## config.mk

```make
export PLATFORM = sky130hd
export DESIGN_NAME = muldiv_sequencer
export DESIGN_NICKNAME = d
export VERILOG_FILES = /design/src/rtl/muldiv_sequencer.sv
export SDC_FILE = /design/constraint.sdc
export NUM_CORES = 1
export LEC_CHECK = 0
export CORE_MARGIN = 1
export CORE_UTILIZATION = 45
export DETAILED_ROUTE_END_ITERATION = 10
export PLACE_DENSITY_LB_ADDON = 0.3
export REMOVE_ABC_BUFFERS = 1
export SLEW_MARGIN = 15
export SYNTH_ARGS = -nofsm -noshare
export SYNTH_HDL_FRONTEND = slang
export SYNTH_SLANG_ARGS = --single-unit
export TNS_END_PERCENT = 50
```

## constraint.sdc

```tcl
create_clock -name i_clk -period 3.22 [get_ports i_clk]
set_clock_uncertainty 0.05 [all_clocks]
set_input_delay 0.483 -clock i_clk [delete_from_list [all_inputs] [get_ports i_clk]]
set_output_delay 0.483 -clock i_clk [all_outputs]
set_load 0.02 [all_outputs]
```

## src/rtl/muldiv_sequencer.sv

```systemverilog
// RV32M multiply/divide sequencer: shift-add multiply and restoring divide, one bit per cycle.
// Optional MULDIV_FLUSH_EN adds i_flush, which kills any operation in flight.
module muldiv_sequencer #(
    parameter int unsigned DATA_W = 32
) (
    input  logic              i_clk,
    input  logic              i_rst,
    input  logic              i_valid,
    output logic              o_ready,
    input  logic [2:0]        i_op,
    input  logic [DATA_W-1:0] i_op_a,
    input  logic [DATA_W-1:0] i_op_b,
    output logic              o_valid,
    input  logic              i_ready,
    output logic [DATA_W-1:0] o_result,
    output logic              o_busy,
    output logic              o_div_by_zero
`ifdef MULDIV_FLUSH_EN
    ,
    input  logic              i_flush
`endif
);

    localparam int unsigned CNT_W = $clog2(DATA_W);

    typedef enum logic [2:0] {
        IDLE,
        PREP,
        CALC,
        FIX,
        DONE
    } state_t;

    state_t state, state_next;

    logic                flush;
    logic [2:0]          op;
    logic [DATA_W-1:0]   a, b;
    logic [2*DATA_W-1:0] acc;
    logic [DATA_W-1:0]   opnd;
    logic                neg;
    logic [CNT_W-1:0]    cnt;
    logic [DATA_W-1:0]   result;
    logic                dbz;

`ifdef MULDIV_FLUSH_EN
    assign flush = i_flush;
`else
    assign flush = 1'b0;
`endif

    // Operand decode on the latched request
    logic              is_div, is_rem, signed_a, signed_b, a_neg, b_neg;
    logic [DATA_W-1:0] a_abs, b_abs;
    logic              b_zero, ovf, special;
    logic [DATA_W-1:0] special_res;

    always_comb begin
        is_div   = op[2];
        is_rem   = op[2] & op[1];
        signed_a = is_div ? ~op[0] : (op == 3'b001 || op == 3'b010);
        signed_b = is_div ? ~op[0] : (op == 3'b001);
        a_neg    = signed_a & a[DATA_W-1];
        b_neg    = signed_b & b[DATA_W-1];
        a_abs    = a_neg ? -a : a;
        b_abs    = b_neg ? -b : b;
        b_zero   = (b == '0);
        ovf      = is_div && !op[0] && (a == {1'b1, {(DATA_W-1){1'b0}}}) && (b == '1);
        special  = is_div && (b_zero || ovf);
        if (b_zero)
            special_res = is_rem ? a : '1;
        else
            special_res = is_rem ? '0 : a;
    end

    // One iteration step. Multiply: acc = {partial product, remaining multiplier bits}.
    // Divide: acc = {partial remainder, remaining dividend bits / quotient bits}.
    logic [DATA_W:0]     mul_sum;
    logic [2*DATA_W-1:0] mul_next;
    logic [DATA_W:0]     trial;
    logic                fits;
    logic [DATA_W-1:0]   diff;
    logic [2*DATA_W-1:0] div_next;
    logic [2*DATA_W-1:0] calc_next;

    always_comb begin
        mul_sum   = {1'b0, acc[2*DATA_W-1:DATA_W]} + {1'b0, opnd};
        mul_next  = acc[0] ? {mul_sum, acc[DATA_W-1:1]} : {1'b0, acc[2*DATA_W-1:1]};
        trial     = {acc[2*DATA_W-1:DATA_W], acc[DATA_W-1]};
        fits      = (trial >= {1'b0, opnd});
        diff      = trial[DATA_W-1:0] - opnd;
        div_next  = {(fits ? diff : trial[DATA_W-1:0]), acc[DATA_W-2:0], fits};
        calc_next = is_div ? div_next : mul_next;
    end

    // Sign fix-up and field select
    logic [2*DATA_W-1:0] prod;
    logic [DATA_W-1:0]   quo, rmd, fix_res;

    always_comb begin
        prod = neg ? -acc : acc;
        quo  = neg ? -acc[DATA_W-1:0] : acc[DATA_W-1:0];
        rmd  = neg ? -acc[2*DATA_W-1:DATA_W] : acc[2*DATA_W-1:DATA_W];
        case (op)
            3'b000:                 fix_res = prod[DATA_W-1:0];
            3'b001, 3'b010, 3'b011: fix_res = prod[2*DATA_W-1:DATA_W];
            3'b100, 3'b101:         fix_res = quo;
            default:                fix_res = rmd;
        endcase
    end

    always_ff @(posedge i_clk) begin
        if (i_rst)
            state <= IDLE;
        else
            state <= state_next;
    end

    always_comb begin
        state_next = state;
        o_ready    = 1'b0;
        o_busy     = 1'b1;
        o_valid    = 1'b0;
        case (state)
            IDLE: begin
                o_ready = 1'b1;
                o_busy  = 1'b0;
                if (i_valid)
                    state_next = PREP;
            end
            PREP:    state_next = special ? DONE : CALC;
            CALC:    state_next = (cnt == '0) ? FIX : CALC;
            FIX:     state_next = DONE;
            DONE: begin
                o_valid = 1'b1;
                if (i_ready)
                    state_next = IDLE;
            end
            default: state_next = IDLE;
        endcase
        if (flush)
            state_next = IDLE;
    end

    always_ff @(posedge i_clk) begin
        if (i_rst) begin
            op     <= '0;
            a      <= '0;
            b      <= '0;
            acc    <= '0;
            opnd   <= '0;
            neg    <= 1'b0;
            cnt    <= '0;
            result <= '0;
            dbz    <= 1'b0;
        end else begin
            case (state)
                IDLE: begin
                    if (i_valid && !flush) begin
                        op <= i_op;
                        a  <= i_op_a;
                        b  <= i_op_b;
                    end
                end
                PREP: begin
                    cnt  <= CNT_W'(DATA_W - 1);
                    neg  <= is_rem ? a_neg : (a_neg ^ b_neg);
                    opnd <= is_div ? b_abs : a_abs;
                    acc  <= {{DATA_W{1'b0}}, (is_div ? a_abs : b_abs)};
                    dbz  <= special && b_zero;
                    if (special)
                        result <= special_res;
                end
                CALC: begin
                    acc <= calc_next;
                    if (cnt != '0)
                        cnt <= cnt - 1'b1;
                end
                FIX:     result <= fix_res;
                default: ;
            endcase
        end
    end

    assign o_result      = result;
    assign o_div_by_zero = dbz;

endmodule

```

==> summary.md <==
| Metric | Value |
|---|---|
| WL final | `64,300 µm` |
| Clk_lat worst skew | `550 ps` |
| # IOs | `107` |
| EDFF count, synth | `0` |
| Layout Nets | `2,676` |
| Count leader, synth | `nand2_1` |
| GRT Total Usage | `32.5%` |
| PortBufs | `106` |
| DR vias | `18.9k` |
| Worst EP arrival | `3520 ps` |
| Leading area contributor after synthesis | `dfxtp_1` |
| Final core occ | `55.4%` |
| Detailed Place HPWL | `48,800 µm` |
| Start of the worst register-to-register path | `acc[39]` |
| Slew Viols, Final | `0` |
| Diode count | `0` |
| GPL Wtd Cong | `1.02` |
| Worst rel slew slack | `38.4%` |
| Crit path capture type | `flip-flop` |
| Die Height | `196 µm` |
| Num CTS Buffers | `25` |
| Synth async-reset ratio | `0%` |
| WP data required | `3600 ps` |
| Rows | `70` |
| Grt ovf | `0` |
| DRT Pass-1 Iters | `8` |
| H-tree depth | `1` |
| Pleak | `0.00835 µW` |
| PwrDens | `493 nW/µm²` |
| CTS tree | `yes` |
| Placed Instances | `3,007` |
| Multi-input gate area | `11,900 µm²` |
| Final Non-Filler Cells | `3,054` |
| Unique masters post-synth | `84` |
| Min Tclk post-route | `3140 ps` |
| Largest net degree at the start of global routing | `125` |
| Layout area overhead | `20.4%` |
| Mean Syn Cell Area | `7.10 µm²` |
| Core area | `36,900 µm²` |
| Period utilization | `97.5%` |
| Final Hold Viols | `0` |
| Mapped cell area | `17,000 µm²` |
| FF+latch area | `4110 µm²` |
| Die area | `38,400 µm²` |
| Type of origin of the critical path | `flip-flop` |
| Hold path startpoint | `i_rst` |
| Drt initial violations | `2,179` |
| Synth Warn # | `0` |
| Ranking of synthesized cells by area | `dfxtp_1, a21oi_1, nand2_1, ha_1, nor2_1` |
| Worst Hold Class | `in -> reg` |
| Post-CTS Hold Fix Bufs | `0` |
| Residual DRC count | `0` |
| # clock sinks | `205` |
| Maxcap violations | `0` |
| First-pass GRT wire length | `99,400 µm` |
| Post-synth top area share | `24.2%` |
| Outcome | `finished, final reports clean` |
| Top FF cell, synth | `dfxtp_1` |
| Initial Util | `46.0%` |
| Die span in x | `196 µm` |
| Longest Clk Path Bufs | `3` |
| Via/cell ratio | `6.20` |
| RSZ-0062 raised after global routing | `true` |
| DRT antenna net count | `0` |
| Clock-pin transition on the worst setup and hold timing paths | `60 ps` |
| Crit Path Class | `reg -> reg` |
| Via count of the first global-routing pass | `17.7k` |
| Worst-Margin Slew | `924 ps` |
| F_max | `318 MHz` |
| Max Fanout on Critical Path | `6` |
| #FFs+latches synth | `205` |
| Most frequent cells after synthesis | `nand2_1, a21oi_1, nor2_1` |
| Root buffer selected by CTS | `clkbuf_16` |
| Post-synthesis cell count | `2,387` |
| Proportion of layout cells with a drive suffix above 1 | `13.1%` |
| Wire per inst | `21.1 µm` |
| Final setup fails | `0` |
| Fillers | `3,587` |
| Max VDD drop | `0.404 mV` |
| Initial antenna violation count | `1` |
| Sequential-to-total area share from yosys stat | `24.2%` |
| Critical Path Source | `acc[39]` |
[cells in the final DEF, fill, tap and decap left out, types with 28 or more instances in the layout]
master | Yosys | routed
a21oi_1 | 274 | 273
inv_1 | 65 | 65
buf_4 | 2 | 201
o22ai_1 | 35 | 35
xor2_1 | 72 | 72
a211oi_1 | 54 | 53
nand3_1 | 35 | 35
mux2_2 | 30 | 30
xnor2_1 | 72 | 72
a222oi_1 | 28 | 28
o31ai_1 | 32 | 30
dfxtp_1 | 205 | 203
a21o_1 | 40 | 40
nor3_1 | 48 | 48
o21ai_0 | 163 | 160
ha_1 | 70 | 70
nor2_1 | 222 | 221
clkdlybuf4s50_1 | 0 | 105
nand2_1 | 345 | 344
[per-layer routing]
metal	GRT usage [%]	up-vias	routed length, µm
met4	15.9	0	3290
li1	-	8959	-
met5	0	-	0
met2	52.2	984	28600
met3	5.31	184	5880
met1	42.4	8819	26500
[registers in the layout, indices dropped and copies added, names as in the netlist]
| signal | count |
|---|---|
| o_result | 32 |
| neg | 1 |
| state | 3 |
| cnt | 5 |
| a | 32 |
| b | 32 |
| acc | 64 |
| opnd | 32 |
| op | 3 |
| o_div_by_zero | 1 |
[critical path, cell delays in order (launching register included)]
cell and delay (ps):
dfxtp_1 350, ha_1 380, a211oi_1 390, o21ai_0 210, a221o_1 350, a31o_2 250, a21oi_1 150, buf_4 160
o21bai_1 100, a221oi_1 370, nor2_1 90, a22o_1 180
[area by class of cell]
type                    count  share of cell area [%]
clock buffers              40                    3.73
clock inverters             4                   0.343
inverters                  65                    1.20
multi-input cells        1923                    58.3
flip-flops and latches    205                    20.1
well taps                 504                    3.09
repair buffers            313                    13.2
[through the flow]
step / setup slack (ps) / setup TNS (ps) / area, µm² / hold slack, ps / power [µW]
final: 79.7 / 0 / 20400 / 329 / 10100
after global placement: 86.3 / 0 / 19500 / 408 / 7010
after global routing: -24.2 / -41.0 / 20400 / 346 / 10500
after detailed placement: 102 / 0 / 19500 / 408 / 7020
after CTS: 90.9 / 0 / 20300 / 309 / 9950
after floorplan: -2980 / -254130 / 16200 / 393 / 5330
[worst paths after layout]
| path | slack, ps | cells after the start | to |
|---|---|---|---|
| setup reg to reg | 80 | 11 | acc[63] |
| hold / removal | 330 | 2 | acc[28] |
| setup / recovery | 80 | 11 | acc[63] |
| hold reg to reg | 420 | 2 | o_div_by_zero |
[repair_timing]
| action | CTS | global route |
|---|---|---|
| gates resized for setup | 0 | 15 |
| hold endpoints to repair | 0 | 0 |
| endpoints found under the setup margin | 0 | 19 |
| setup buffers | 0 | 3 |
[where the power goes]
part | leakage [µW] | total (µW) | internal (µW) | switching (µW)
combinational | 0.00627 | 4270 | 1740 | 2530
sequential | 0.00167 | 2880 | 2680 | 197
clock | 0.000410 | 2920 | 1760 | 1160
total | 0.00835 | 10100 | 6190 | 3890
[kinds of logic after synthesis]
group,after synthesis,synth area share (%)
AOI/OAI and AO/OA,811,30.3
adders and majority gates,76,5.64
buffers and inverters,259,5.96
and+or+nand+nor,841,23.2
muxes,51,3.23
xor gates and xnor gates,144,7.44
DFF,205,24.2
No activity file was read; power rests on OpenSTA's default activity.
